`config.mk`:
```
export PLATFORM = sky130hd
export DESIGN_NAME = note_scheduler
export DESIGN_NICKNAME = d
export VERILOG_FILES = /design/src/rtl/piano_pkg.sv /design/src/rtl/lfsr16.sv /design/src/rtl/note_scheduler.sv
export SDC_FILE = /design/constraint.sdc
export NUM_CORES = 1
export LEC_CHECK = 0
export CORE_MARGIN = 2
export CORE_UTILIZATION = 45
export DETAILED_ROUTE_END_ITERATION = 8
export PLACE_DENSITY_LB_ADDON = 0.15
export SKIP_CTS_REPAIR_TIMING = 1
export SKIP_LAST_GASP = 1
export SLEW_MARGIN = 20
export SYNTH_ARGS = -nofsm -noshare
export SYNTH_HDL_FRONTEND = slang
export SYNTH_SLANG_ARGS = --single-unit
```
`constraint.sdc`:
```
create_clock -name clk -period 6.7 [get_ports clk]
set_input_delay 1.34 -clock clk [delete_from_list [all_inputs] [get_ports clk]]
set_output_delay 1.34 -clock clk [all_outputs]
set_load 0.01 [all_outputs]
```
`src/rtl/piano_pkg.sv`:
```
// Shared definitions for the piano game: state encoding, slot and key geometry,
// LFSR tap mask and a small popcount helper.
package piano_pkg;

  typedef enum logic [1:0] {
    ST_IDLE = 2'd0,
    ST_PLAY = 2'd1,
    ST_WIN  = 2'd2,
    ST_LOSE = 2'd3
  } state_e;

  localparam int NSLOT   = 3;
  localparam int KEY_W   = 4;
  localparam int SCORE_W = 11;

  // Taps 16,14,13,11 map onto bits 15,13,12,10.
  localparam logic [15:0] LFSR_TAPS = 16'hB400;

  function automatic logic [1:0] popcount3(input logic [2:0] v);
    return {1'b0, v[0]} + {1'b0, v[1]} + {1'b0, v[2]};
  endfunction

endpackage

```
`src/rtl/lfsr16.sv`:
```
// Free-running 16-bit Fibonacci LFSR; shifts left with the tap parity fed into bit 0.
module lfsr16
  import piano_pkg::*;
#(
  parameter logic [15:0] SEED = 16'hACE1
) (
  input  logic        clk,
  input  logic        rst,
  output logic [15:0] q
);

  logic [15:0] q_d;
  logic [15:0] q_q;

  always_comb begin
    q_d = {q_q[14:0], ^(q_q & LFSR_TAPS)};
  end

  always_ff @(posedge clk) begin
    if (!rst) begin
      q_q <= SEED;
    end else begin
      q_q <= q_d;
    end
  end

  assign q = q_q;

endmodule

```
`src/rtl/note_scheduler.sv`:
```
// Game sequencer for the three falling-block slots: launches blocks, assigns
// random target keys, keeps score and lives, ramps speed and decides win/lose.
module note_scheduler
  import piano_pkg::*;
#(
  parameter int          WIN_SCORE = 100,
  parameter int          LIVES     = 3,
  parameter int          GAP_BASE  = 60,
  parameter int          GAP_MIN   = 12,
  parameter logic [15:0] SEED      = 16'hACE1
) (
  input  logic                   clk,
  input  logic                   rst,
  input  logic                   start,
  input  logic                   frame_tick,
  input  logic [NSLOT-1:0]       hit,
  input  logic [NSLOT-1:0]       miss,
  output logic [NSLOT-1:0]       slot_ena,
  output logic [KEY_W-1:0]       target0,
  output logic [KEY_W-1:0]       target1,
  output logic [KEY_W-1:0]       target2,
  output logic [2:0]             slow,
  output logic [SCORE_W-1:0]     score,
  output logic [1:0]             lives,
  output logic                   win,
  output logic                   lose,
  output logic                   playing
);

  state_e                         state_q, state_d;
  logic [NSLOT-1:0]               slot_ena_q, slot_ena_d;
  logic [NSLOT-1:0][KEY_W-1:0]    tgt_q, tgt_d;
  logic [2:0]                     slow_q, slow_d;
  logic [SCORE_W-1:0]             score_q, score_d;
  logic [1:0]                     lives_q, lives_d;
  logic [7:0]                     gap_cnt_q, gap_cnt_d;

  logic [15:0]                    lfsr_s;
  logic [11:0]                    lfsr_unused_s;
  logic [9:0]                     gap_step_s;
  logic [7:0]                     gap_s;
  logic [NSLOT-1:0]               hit_s, loss_s, free_s;
  logic [SCORE_W:0]               score_sum_s;
  logic [1:0]                     loss_cnt_s;

  lfsr16 #(.SEED(SEED)) u_lfsr (
    .clk (clk),
    .rst (rst),
    .q   (lfsr_s)
  );

  assign lfsr_unused_s = lfsr_s[15:4];

  // Launch spacing shrinks by 6 frames per speed level, floored at GAP_MIN.
  always_comb begin
    gap_step_s = 10'(slow_q) * 10'd6;
    if (10'(GAP_BASE) < gap_step_s + 10'(GAP_MIN)) begin
      gap_s = 8'(GAP_MIN);
    end else begin
      gap_s = 8'(10'(GAP_BASE) - gap_step_s);
    end
  end

  // Next-state, launch and accounting logic.
  always_comb begin
    state_d     = state_q;
    slot_ena_d  = slot_ena_q;
    tgt_d       = tgt_q;
    score_d     = score_q;
    lives_d     = lives_q;
    gap_cnt_d   = gap_cnt_q;
    slow_d      = (score_q[10:4] > 7'd7) ? 3'd7 : score_q[6:4];
    hit_s       = hit & slot_ena_q;
    loss_s      = miss & ~hit & slot_ena_q;
    free_s      = ~slot_ena_q;
    score_sum_s = {1'b0, score_q} + {10'd0, popcount3(hit_s)};
    loss_cnt_s  = popcount3(loss_s);

    case (state_q)
      ST_PLAY: begin
        if (lives_q == 2'd0) begin
          state_d    = ST_LOSE;
          slot_ena_d = 3'b000;
        end else if (score_q >= 11'(WIN_SCORE)) begin
          state_d    = ST_WIN;
          slot_ena_d = 3'b000;
        end else begin
          // Freed slots only become launchable from the next cycle on.
          slot_ena_d = slot_ena_q & ~(hit | miss);
          score_d    = score_sum_s[SCORE_W] ? 11'h7FF : score_sum_s[SCORE_W-1:0];
          lives_d    = (lives_q > loss_cnt_s) ? (lives_q - loss_cnt_s) : 2'd0;
          if ((gap_cnt_q >= gap_s) && (free_s != 3'b000)) begin
            gap_cnt_d = 8'd0;
            if (free_s[0]) begin
              slot_ena_d[0] = 1'b1;
              tgt_d[0]      = lfsr_s[3:0];
            end else if (free_s[1]) begin
              slot_ena_d[1] = 1'b1;
              tgt_d[1]      = lfsr_s[3:0];
            end else begin
              slot_ena_d[2] = 1'b1;
              tgt_d[2]      = lfsr_s[3:0];
            end
          end else if (frame_tick && (gap_cnt_q != 8'hFF)) begin
            gap_cnt_d = gap_cnt_q + 8'd1;
          end else begin
            gap_cnt_d = gap_cnt_q;
          end
        end
      end
      ST_IDLE, ST_WIN, ST_LOSE: begin
        if (start) begin
          state_d    = ST_PLAY;
          slot_ena_d = 3'b000;
          score_d    = 11'd0;
          lives_d    = 2'(LIVES);
          gap_cnt_d  = 8'd0;
        end else begin
          state_d = state_q;
        end
      end
      default: begin
        state_d    = ST_IDLE;
        slot_ena_d = 3'b000;
      end
    endcase
  end

  // State and output registers.
  always_ff @(posedge clk) begin
    if (!rst) begin
      state_q    <= ST_IDLE;
      slot_ena_q <= 3'b000;
      tgt_q      <= '{default: 4'd0};
      slow_q     <= 3'd0;
      score_q    <= 11'd0;
      lives_q    <= 2'(LIVES);
      gap_cnt_q  <= 8'd0;
    end else begin
      state_q    <= state_d;
      slot_ena_q <= slot_ena_d;
      tgt_q      <= tgt_d;
      slow_q     <= slow_d;
      score_q    <= score_d;
      lives_q    <= lives_d;
      gap_cnt_q  <= gap_cnt_d;
    end
  end

  assign slot_ena = slot_ena_q;
  assign target0  = tgt_q[0];
  assign target1  = tgt_q[1];
  assign target2  = tgt_q[2];
  assign slow     = slow_q;
  assign score    = score_q;
  assign lives    = lives_q;
  assign win      = (state_q == ST_WIN);
  assign lose     = (state_q == ST_LOSE);
  assign playing  = (state_q == ST_PLAY);

endmodule

```
* Yosys cells after proc, flatten, opt, wreduce, memory -nomap -nowiden
Index checks and enable logic that the tools add are counted.
** Storage, ports and cells
- Logic and storage cells :: 90
- Input bits :: 10
- Register bits after elaboration :: 57
- Output and inout bits :: 34
** Operators by class
- Magnitude comparators :: 5
- Add/sub/neg operators :: 9
- Equal/unequal tests :: 9
- $mul :: 1
- Bitwise gates (word level) :: 12
- Mux-type cells :: 31
- Reductions and logical operators :: 13
** Operators with widths (count)
- 8-bit 2-to-1 mux :: 6
- 11-bit 2-to-1 mux :: 4
- 11-bit case mux with 2 select lines :: 1
- 2-bit 2-to-1 mux :: 8
- 8-bit case mux with 2 select lines :: 1
- 16-bit parity :: 1
- 3-bit 2-to-1 mux :: 5
- 11-bit by 2-bit adder with 12-bit output :: 1
- 3-bit bitwise AND :: 4
- 6-bit AND reduction :: 2
- 11-bit by 7-bit >= comparator with 1-bit output (second input constant) :: 1
- 3-bit inverter :: 3
- 8-bit by 1-bit adder with 8-bit output (second input constant) :: 1
- 8-bit >= comparator :: 1
- 8-bit inequality test (second input constant) :: 1
- 2-bit case mux with 2 select lines :: 2
- 6-bit by 4-bit adder with 7-bit output (second input constant) :: 1
- 7-bit by 3-bit > comparator with 1-bit output (second input constant) :: 1
- 6-bit by 7-bit less-than comparator with 1-bit output (first input constant) :: 1
- 6-bit by 6-bit subtractor with 7-bit output (first input constant) :: 1
- 2-bit inequality test (second input constant) :: 3
- 3-bit by 1-bit inequality test with 1-bit output (second input constant) :: 2
- 3-bit case mux with 2 select lines :: 1
- 3-bit by 2-bit multiplier with 5-bit output (second input constant) :: 1
- 17 further kinds :: 27

* Depth between registers and ports, before layout
Gate-level depths: netlist of run 1.
- Depth in word-level cells :: 10
- Mapped depth :: 12
- Depth with buffers taken out :: 12

* Modules after synthesis
Synthesis of run 1 repeated with hierarchy kept, for this count alone.
** Second synthesis, totals
- Cell total of the unflattened synthesis :: 323
- Area, all modules :: 2950.3 µm²
** Modules (own cells, without submodules)
- note_scheduler :: times used 1, area an instance 2386.0 µm², cells an instance 272
- lfsr16 :: times used 1, area an instance 564.3 µm², cells an instance 51

* Least setup slack after synthesis of run 1
Ideal clock, no wire load.
- Path type :: input -> register
- From :: in hit[0]
- To :: reg score_q[6] (netlist: score[6])
- Cell stages on the path :: 8
- Data arrival time :: 3.116 ns
- Path slack :: 3.513 ns
- Path buffers :: 0
- Library setup time :: 0.071 ns
- Required time :: 6.629 ns
- Path through :: and2_1 fa_1 ha_1 fa_1 and3_1 a31oi_1 o21ai_0 a21oi_1
** Between the ends
- Word-level cells in the longest chain between the ends :: 8
** Ends and longest elaborated chain
- start: declaration :: line note_scheduler.sv:16 : input logic [NSLOT-1:0] hit,
- 3-bit bitwise AND :: line note_scheduler.sv:73 : hit_s = hit & slot_ena_q;
- 1-bit by 1-bit adder with 2-bit output :: line piano_pkg.sv:20 : return {1'b0, v[0]} + {1'b0, v[1]} + {1'b0, v[2]};
- 2-bit by 1-bit adder with 2-bit output :: line piano_pkg.sv:20
- 11-bit by 2-bit adder with 12-bit output :: line note_scheduler.sv:76 : score_sum_s = {1'b0, score_q} + {10'd0, popcount3(hit_s)};
- 11-bit 2-to-1 mux :: line note_scheduler.sv:90 : score_d = score_sum_s[SCORE_W] ? 11'h7FF : score_sum_s[SCORE_W-1:0];
- 11-bit 2-to-1 mux :: line note_scheduler.sv:84 : end else if (score_q >= 11'(WIN_SCORE)) begin
- 11-bit 2-to-1 mux :: line note_scheduler.sv:81 : if (lives_q == 2'd0) begin
- 11-bit case mux with 2 select lines :: line note_scheduler.sv:79 : case (state_q)
- end signal: assignment :: line note_scheduler.sv:144 : score_q <= score_d;
- end: declaration :: line note_scheduler.sv:34 : logic [SCORE_W-1:0] score_q, score_d;
Every way passes these cells. The select of a mux whose other input is x is not followed.
A chain may end at the register's enable or synchronous reset.

* Final worst setup path of run 1
- From :: reg slow_q[1] (netlist: slow[1])
- To :: reg gap_cnt_q[2]
** Between the ends
- Word-level cells in the longest chain between the ends :: 10
- Elaborated cells between the ends (all ways) :: 13
** Ends and longest elaborated chain
- start: declaration :: line note_scheduler.sv:33 : logic [2:0] slow_q, slow_d;
- start signal: assignment :: line note_scheduler.sv:143 : slow_q <= slow_d;
- 3-bit by 2-bit multiplier with 5-bit output (*) :: line note_scheduler.sv:56 : gap_step_s = 10'(slow_q) * 10'd6;
- 6-bit by 4-bit adder with 7-bit output :: line note_scheduler.sv:57 : if (10'(GAP_BASE) < gap_step_s + 10'(GAP_MIN)) begin
- 6-bit by 7-bit less-than comparator with 1-bit output :: line note_scheduler.sv:57
- 8-bit 2-to-1 mux (*) :: line note_scheduler.sv:57
- 8-bit >= comparator (*) :: line note_scheduler.sv:92 : if ((gap_cnt_q >= gap_s) && (free_s != 3'b000)) begin
- 1-bit logical AND (*) :: line note_scheduler.sv:92
- 8-bit 2-to-1 mux :: line note_scheduler.sv:92
- 8-bit 2-to-1 mux :: line note_scheduler.sv:84
- 8-bit 2-to-1 mux :: line note_scheduler.sv:81
- 8-bit case mux with 2 select lines :: line note_scheduler.sv:79
- end signal: assignment :: line note_scheduler.sv:146 : gap_cnt_q <= gap_cnt_d;
- end: declaration :: line note_scheduler.sv:36 : logic [7:0] gap_cnt_q, gap_cnt_d;
Mark *: on every way between the ends. The rest lies on a longest branch, timed or not. The select of a mux whose other input is x is not followed.

==> results of run 1 <==
[cells by family (layout without fill, tap and decap cells)]
family / count (synthesis) / after routing / share of synthesized area (%)
simple gates: 118 / 118 / 22.32
compound gates: 68 / 68 / 17.63
flops: 57 / 57 / 38.27
buf+inv: 27 / 78 / 3.860
fa+ha+maj: 23 / 23 / 10.91
mux: 13 / 13 / 4.532
xor+xnor: 8 / 8 / 2.350
other cells: 1 / 2 / 0.1258
[final timing paths]
path                            cells past startpoint            to         from
worst max-delay path                               11  gap_cnt_q[2]      slow[1]
worst min-delay path                                1  u_lfsr.q[10]  u_lfsr.q[9]
worst max register to register                     11  gap_cnt_q[2]      slow[1]
worst min register to register                      1  u_lfsr.q[10]  u_lfsr.q[9]
[metal layers]
layer | global-route usage, % | part of all wire (%)
met4 | 7.792 | 1.4
met3 | 6.031 | 5.4
met1 | 24.98 | 48
met5 | 0 | 0
met2 | 27.06 | 45
[cells in the final DEF (no fill, tap or decap), drive strengths merged, types with 2 or more instances in the layout]
cell type / instances
and3b: 2
clkinvlp: 2
o21ai: 16
inv: 18
xor2: 5
clkbuf: 11
nor3: 6
and2: 18
and4: 5
fa: 5
nand2b: 10
dfxtp: 57
and3: 3
a211o: 2
o22ai: 3
ha: 18
nand2: 37
nor2: 17
nand3: 8
xnor2: 3
clkdlybuf4s50: 43
a211oi: 3
conb: 2
clkinv: 2
a2111oi: 2
a21oi: 13
mux2i: 12
a31oi: 5
nand4: 4
o21a: 8
nand3b: 2
o32ai: 2
o211ai: 4
[critical path, cell delays in order (launching register included)]
cell and delay [ns]:
dfxtp_1 0.53, ha_1 0.26, fa_1 0.47, inv_1 0.08, a21oi_1 0.06, a32oi_1 0.29
nand2_1 0.10, ha_1 0.30, a211o_1 0.34, a311oi_2 0.59, nand3_1 0.28, o31ai_1 0.27
[power groups by stage]
| stage | combinational [mW] | clock (mW) | sequential [mW] |
|---|---|---|---|
| after detailed placement | 0.0485 | 0 | 0.357 |
| after floorplan | 0.0342 | 0 | 0.357 |
| after CTS | 0.0488 | 0.334 | 0.350 |
| final | 0.0484 | 0.323 | 0.350 |
| after global placement | 0.0486 | 0 | 0.357 |
| after global routing | 0.0543 | 0.345 | 0.351 |
[sequential cells by signal (all words and copies together) (netlist names)]
name,cells
slot_ena,3
state_q,2
lives,2
target2,4
u_lfsr.q,16
target1,4
score,11
slow,3
target0,4
gap_cnt_q,8
[synth_stat cells, types with 2 or more instances]
cell        n  area (sq um)
ha_1       18         225.2
nand2_1    37         138.9
a21oi_1    13         65.06
o21ai_0    15         75.07
mux2i_1    12         120.1
fa_1        5         100.1
and3_1      2         12.51
a211o_1     2         17.52
xor2_1      5         43.79
a31oi_1     5         31.28
nand3b_1    2         15.01
and3b_1     2         17.52
dfxtp_1    57          1141
nand4_1     4         25.02
o22ai_1     3         18.77
nor2_1     17         63.81
o32ai_1     2         17.52
and2_1     18         112.6
nand2b_1   10         62.56
nor3_1      6         30.03
a2111oi_4   2         55.05
buf_2       2         10.01
clkbuf_1    4         15.01
nand3_1     8         40.04
a211oi_1    2         15.01
o211ai_1    4         30.03
inv_1      17         63.81
o21a_1      8         60.06
and4_1      5         43.79
xnor2_1     3         26.28
[per-stage QoR]
stage | instances | total power [mW] | cell area, sq um | util (%)
2_1_floorplan | 316 | 0.3909 | 2985 | -
5_1_grt | 444 | 0.7500 | 3669 | 57.45
3_5_place_dp | 428 | 0.4059 | 3472 | 54.37
4_1_cts | 444 | 0.7322 | 3669 | 57.45
3_3_place_gp | 428 | 0.4059 | 3472 | 54.37
6_report | 444 | 0.7209 | 3669 | 57.45
[layout make-up]
| type | instances | area [sq um] |
|---|---|---|
| Clock buffer | 11 | 141.4 |
| Timing Repair Buffer | 44 | 437.9 |
| Inverter | 18 | 67.56 |
| Tap cell | 77 | 96.34 |
| Multi-Input combinational cell | 232 | 1729 |
| Fill cell | 589 | 2718 |
| Sequential cell | 57 | 1141 |
| Clock inverter | 5 | 55.05 |
==> impl_results.md, run 1 <==
* Post-Syn Area at 0.002982 sq mm
* Initial antenna violation count at 0
* DRT Pass-1 Iters at 4
* I/O Pins at 44
* Nets at between 300 and 400
* CTS tree: yes
* Core box area at 0.006386 sq mm
* Cell Int Power at about 0.55 mW
* Share of power burned in registers at around 49%
* Max-slew violation count at 0
* Total negative setup slack at 0 ns
* Clk sinks at 57
* Skew final at slightly below 0.008 ns
* CP Class: reg -> reg
* # DRC at 0
* Fin. Hold Viols at 0
* Iter 0 DRT Violations at 60
* DRT antenna net count at 0
* Hold crit path type: reg -> reg
* Initial core utilization at a little under half
* Ant diodes at 0
* Crit path DAT at 3.89 ns
* Fmax at around 270 MHz
* Clk root buf: clkbuf_8
* Fin crit share at 54.35%
* Drt total wl at between 6000 and 7000 um
* Synth cell types at 55
* Worst EP required at ~7.0 ns
* CTS Buf Count at 9
* Crit Path Max Fanout at 9
* Maximum vdd drop at between 0.1 and 0.15 mV
* First-pass GRT wire length at 10,720 um
* Grt ovf at 0
* Ys flop type: dfxtp_1
* Die width at ~85 um
* Die Footprint at 0.007293 sq mm
* Ys async rst share at 0%
* Vias at 2,414
* Reg2Reg Setup Slack at ~3 ns
* Buffers added on ports at between 40 and 50
* Core Rows at 29
* Htree depth at 3
* Vias in the first global route at 2,327
* Syn-to-layout area delta at 23.04%
* Startpoint types: register
* Post-synth EDFFs at 0
* Clock share of power at 44.7%
* Final setup margin at between 3 and 4 ns
* Max-cap viol count at 0
* Max_slew headroom at a little over half
* Power Density at slightly below 200 mW/mm^2
* Routed len/inst at 14.10 um
* RSZ-0062 raised after global routing: no
* Largest net degree at the start of global routing at 40
* Net Sw Frac at between 20% and 30%
* Syn Area/Cell at ~9.5 sq um
* Reg clk slew, reported paths at ~0.06 ns
* Yosys warning count at 0
* Gr usage total at 18.47%
* Final min period at 3.641 ns
* Sw Pwr at between 0.15 and 0.2 mW
* Hold slack final at 0.4078 ns
* Slew @ Worst Pin at approximately 0.68 ns
* Worst setup EP type: register
* DP HPWL at about 4500 um
* Static leakage at 1.442 nW
* Synth Register Bits at between 50 and 60
* CTS Buffer Depth at 2
* Vias/cell at roughly 5.4
* Gate count of the mapped netlist at 315
* Clock insertion delay at the later pin of the skew report at ~0.34 ns
* Final setup vio count at 0
* Layout cells sized above 1 at roughly 7.9%
* Sequential area share after synthesis at a little under two fifths
* GP Congestion at 0.8435
* Chip height at between 80 and 90 um
* Status: complete, no violations
* Pre-CTS setup slack at between 2 and 3 ns
* Logic pwr share at approximately 6.7%
No activity file was read; power rests on OpenSTA's default activity.
==> run 2, diff against run 1 <==
Clock period 6.7 ns to 3.7 ns, I/O delays scaled along.
==> run 2 against run 1 <==
Compared with the run above:
- total power rose by 67%
- worst hold slack improved by 0.0037 ns
- sequential power rose by 81%
- via count fell by 1.2%
- final area fell by 0.58%
- critical endpoint is now target1[3]
==> impl_results.md, run 2 (synthesis results as in run 1) <==
* Syn-to-layout area delta at 22.32%
* CTS Buf Count at 9 (unchanged)
* # DRC at 0 (unchanged)
* Clock insertion delay at the later pin of the skew report at 0.33 ns (about the same)
* Startpoint types: register
* Core Rows at 29 (unchanged)
* Hold crit path type: reg -> reg
* R2R depth at 12 (+1)
* Layout Utilization at 57.11% (-0.33 points)
* CP max stage delay at 0.58 ns (about the same)
* Layout cells sized above 1 at 8.424% (+0.52 points)
* Static leakage at 1.441 nW (about the same)
* Skew final at 0.008524 ns (+0.0007444 ns)
* Area of the multi-input gates at 0.001729 sq mm (unchanged)
* Crit path max-delay cell type: a2111oi_4
* Max FFs per register at 16 (unchanged)
* Die Footprint at 0.007293 sq mm (unchanged)
* Crit path DAT at 3.53 ns (-0.36 ns)
* Pre-CTS setup slack at 0.4270 ns (-2.468 ns)
* Fmax at 305.7 MHz (+11%)
* Largest net degree at the start of global routing at 39 (-2.5%)
* Worst setup EP type: register
* Clk root buf: clkbuf_8
* Crit Path Max Fanout at 8 (-1)
* Fin. Hold Viols at 0 (unchanged)
* Initial core utilization at 46.69% (unchanged)
* Fill cell count at 589 (unchanged)
* Vias/cell at 5.362 (-1.4%)
* Fin crit share at 88.40% (+34 points)
* Clk sinks at 57 (unchanged)
* Max-slew violation count at 0 (unchanged)
* Status: complete, no violations
* Drt total wl at 6335 um (+1.2%)
* Routed len/inst at 14.24 um (+0.94%)
* Final setup margin at 0.4291 ns (-2.630 ns)
* Crit path cell chain: ha_1 > fa_1 > inv_1 > a21oi_1 > a32oi_1 > and2_1 > ha_1 > nand2b_1 > a21oi_1 > o21ai_2 > a2111oi_4 > mux2i_1
* CP Class: reg -> reg
* Grt ovf at 0 (unchanged)
* I/O Pins at 44 (unchanged)
* Maximum vdd drop at 0.2272 mV (+88%)
* Min-Delay Endpoint: u_lfsr.q[6]
* Reg clk slew, reported paths at 0.07 ns (about the same)
* Nets at 397 (+0.51%)
* CTS Buffer Depth at 2 (unchanged)
* Critical R2R Launch: slow[1]
* Max-cap viol count at 0 (unchanged)
* Slew @ Worst Pin at 0.5683 ns (-0.1109 ns)
* Iter 0 DRT Violations at 72 (+20%)
* Final min period at 3.271 ns (-0.3704 ns)
* Total power at 1.207 mW (+67%)
* Most frequent cells in the layout: dfxtp_1, clkdlybuf4s50_1, nand2_1, and2_1, ha_1
* Core box area at 0.006386 sq mm (unchanged)
* Initial antenna violation count at 0 (unchanged)
* DP HPWL at 4553 um (+1.9%)
* RSZ-0062 raised after global routing: no
* WHS Path Cells at 1 (unchanged)
* Power Density at 330.9 mW/mm^2 (+68%)
* Max_slew headroom at 61.95% (+7.4 points)
* Total negative setup slack at 0 ns (unchanged)
* Gr usage total at 18.23% (-0.25 points)
* DRT Pass-1 Iters at 6 (+2)
* Worst r2r dst: target1[3]
* GP Congestion at 0.8418 (-0.20%)
* Htree depth at 3 (unchanged)
* Chip height at 85.40 um (unchanged)
* Vias at 2,386 (-1.2%)
* HP Start: u_lfsr.q[5]
* Vias in the first global route at 2,210 (-5.0%)
* Ant diodes at 0 (unchanged)
* Buffers added on ports at 43 (unchanged)
* CTS tree: yes
* Register area at 0.001141 sq mm (unchanged)
* Reg2Reg Setup Slack at 0.43 ns (-2.63 ns)
* Worst EP required at 3.96 ns (-2.99 ns)
* Die width at 85.40 um (unchanged)
* DRT antenna net count at 0 (unchanged)
* First-pass GRT wire length at 10,700 um (-0.25%)
* Final setup vio count at 0 (unchanged)
* Commonest non-fill, non-tap cell in the layout: dfxtp_1
[run 2: cell types whose count changed in the layout (fill, tap and decap cells not counted)]
cell	delta
clkinvlp_4	-1
clkinv_2	+2
clkinv_4	+1
buf_4	+2
clkbuf_1	-1
bufinv_16	-1
clkbuf_8	-1
[run 2: how the worst max path moves through the flow]
stage | from | endpoint | slack [ns] | cells after the start
2_1_floorplan | slow[1] | gap_cnt_q[2] | 0.57 | 11
3_3_place_gp | slow[1] | target2[1] | 0.51 | 12
3_5_place_dp | slow[1] | target1[1] | 0.43 | 12
4_1_cts | slow[1] | target1[3] | 0.41 | 12
5_1_grt | slow[1] | target1[2] | 0.1 | 12
6_report | slow[1] | target1[3] | 0.43 | 12
[run 2: stage by stage]
step,cell area (sq um),instances,hold slack (ns)
2_1_floorplan,2985,316,0.3863
3_3_place_gp,3487,430,0.3900
3_5_place_dp,3487,430,0.3998
4_1_cts,3647,445,0.4161
5_1_grt,3647,445,0.4320
6_report,3647,445,0.4115
[run 2: critical path, delay by kind of cell, from the launching register on]
family                     cells  cell delay [ns]
adders and majority gates      3             1.05
and+or+nand+nor                2             0.25
DFF                            1             0.40
muxes                          1             0.23
AOI/OAI and AO/OA              5             1.22
buffers and inverters          1             0.05
[run 2: area by class of cell]
| cell class | instances | area share [%] |
|---|---|---|
| flip-flops and latches | 57 | 31.29 |
| clock inverters | 6 | 0.9949 |
| multi-input cells | 232 | 47.41 |
| repair buffers | 46 | 12.42 |
| clock buffers | 9 | 3.396 |
| inverters | 18 | 1.852 |
| well taps | 77 | 2.642 |
[run 2: layer usage]
layer	wire length, um	share of wire [%]	global-route usage (%)	vias up
met5	0	0	0	-
met4	95	1.5	6.349	0
met3	226	3.6	4.377	8
met2	2814	44	26.14	42
met1	3197	50	26.70	1128
li1	-	-	-	1208
[run 2: where the power goes]
group	leakage (nW)	total, mW	internal [mW]	switching, mW
Combinational	0.892	0.0905	0.0375	0.0530
Clock	0.0846	0.483	0.235	0.248
Sequential	0.464	0.634	0.628	0.00562
Total	1.44	1.21	0.900	0.307
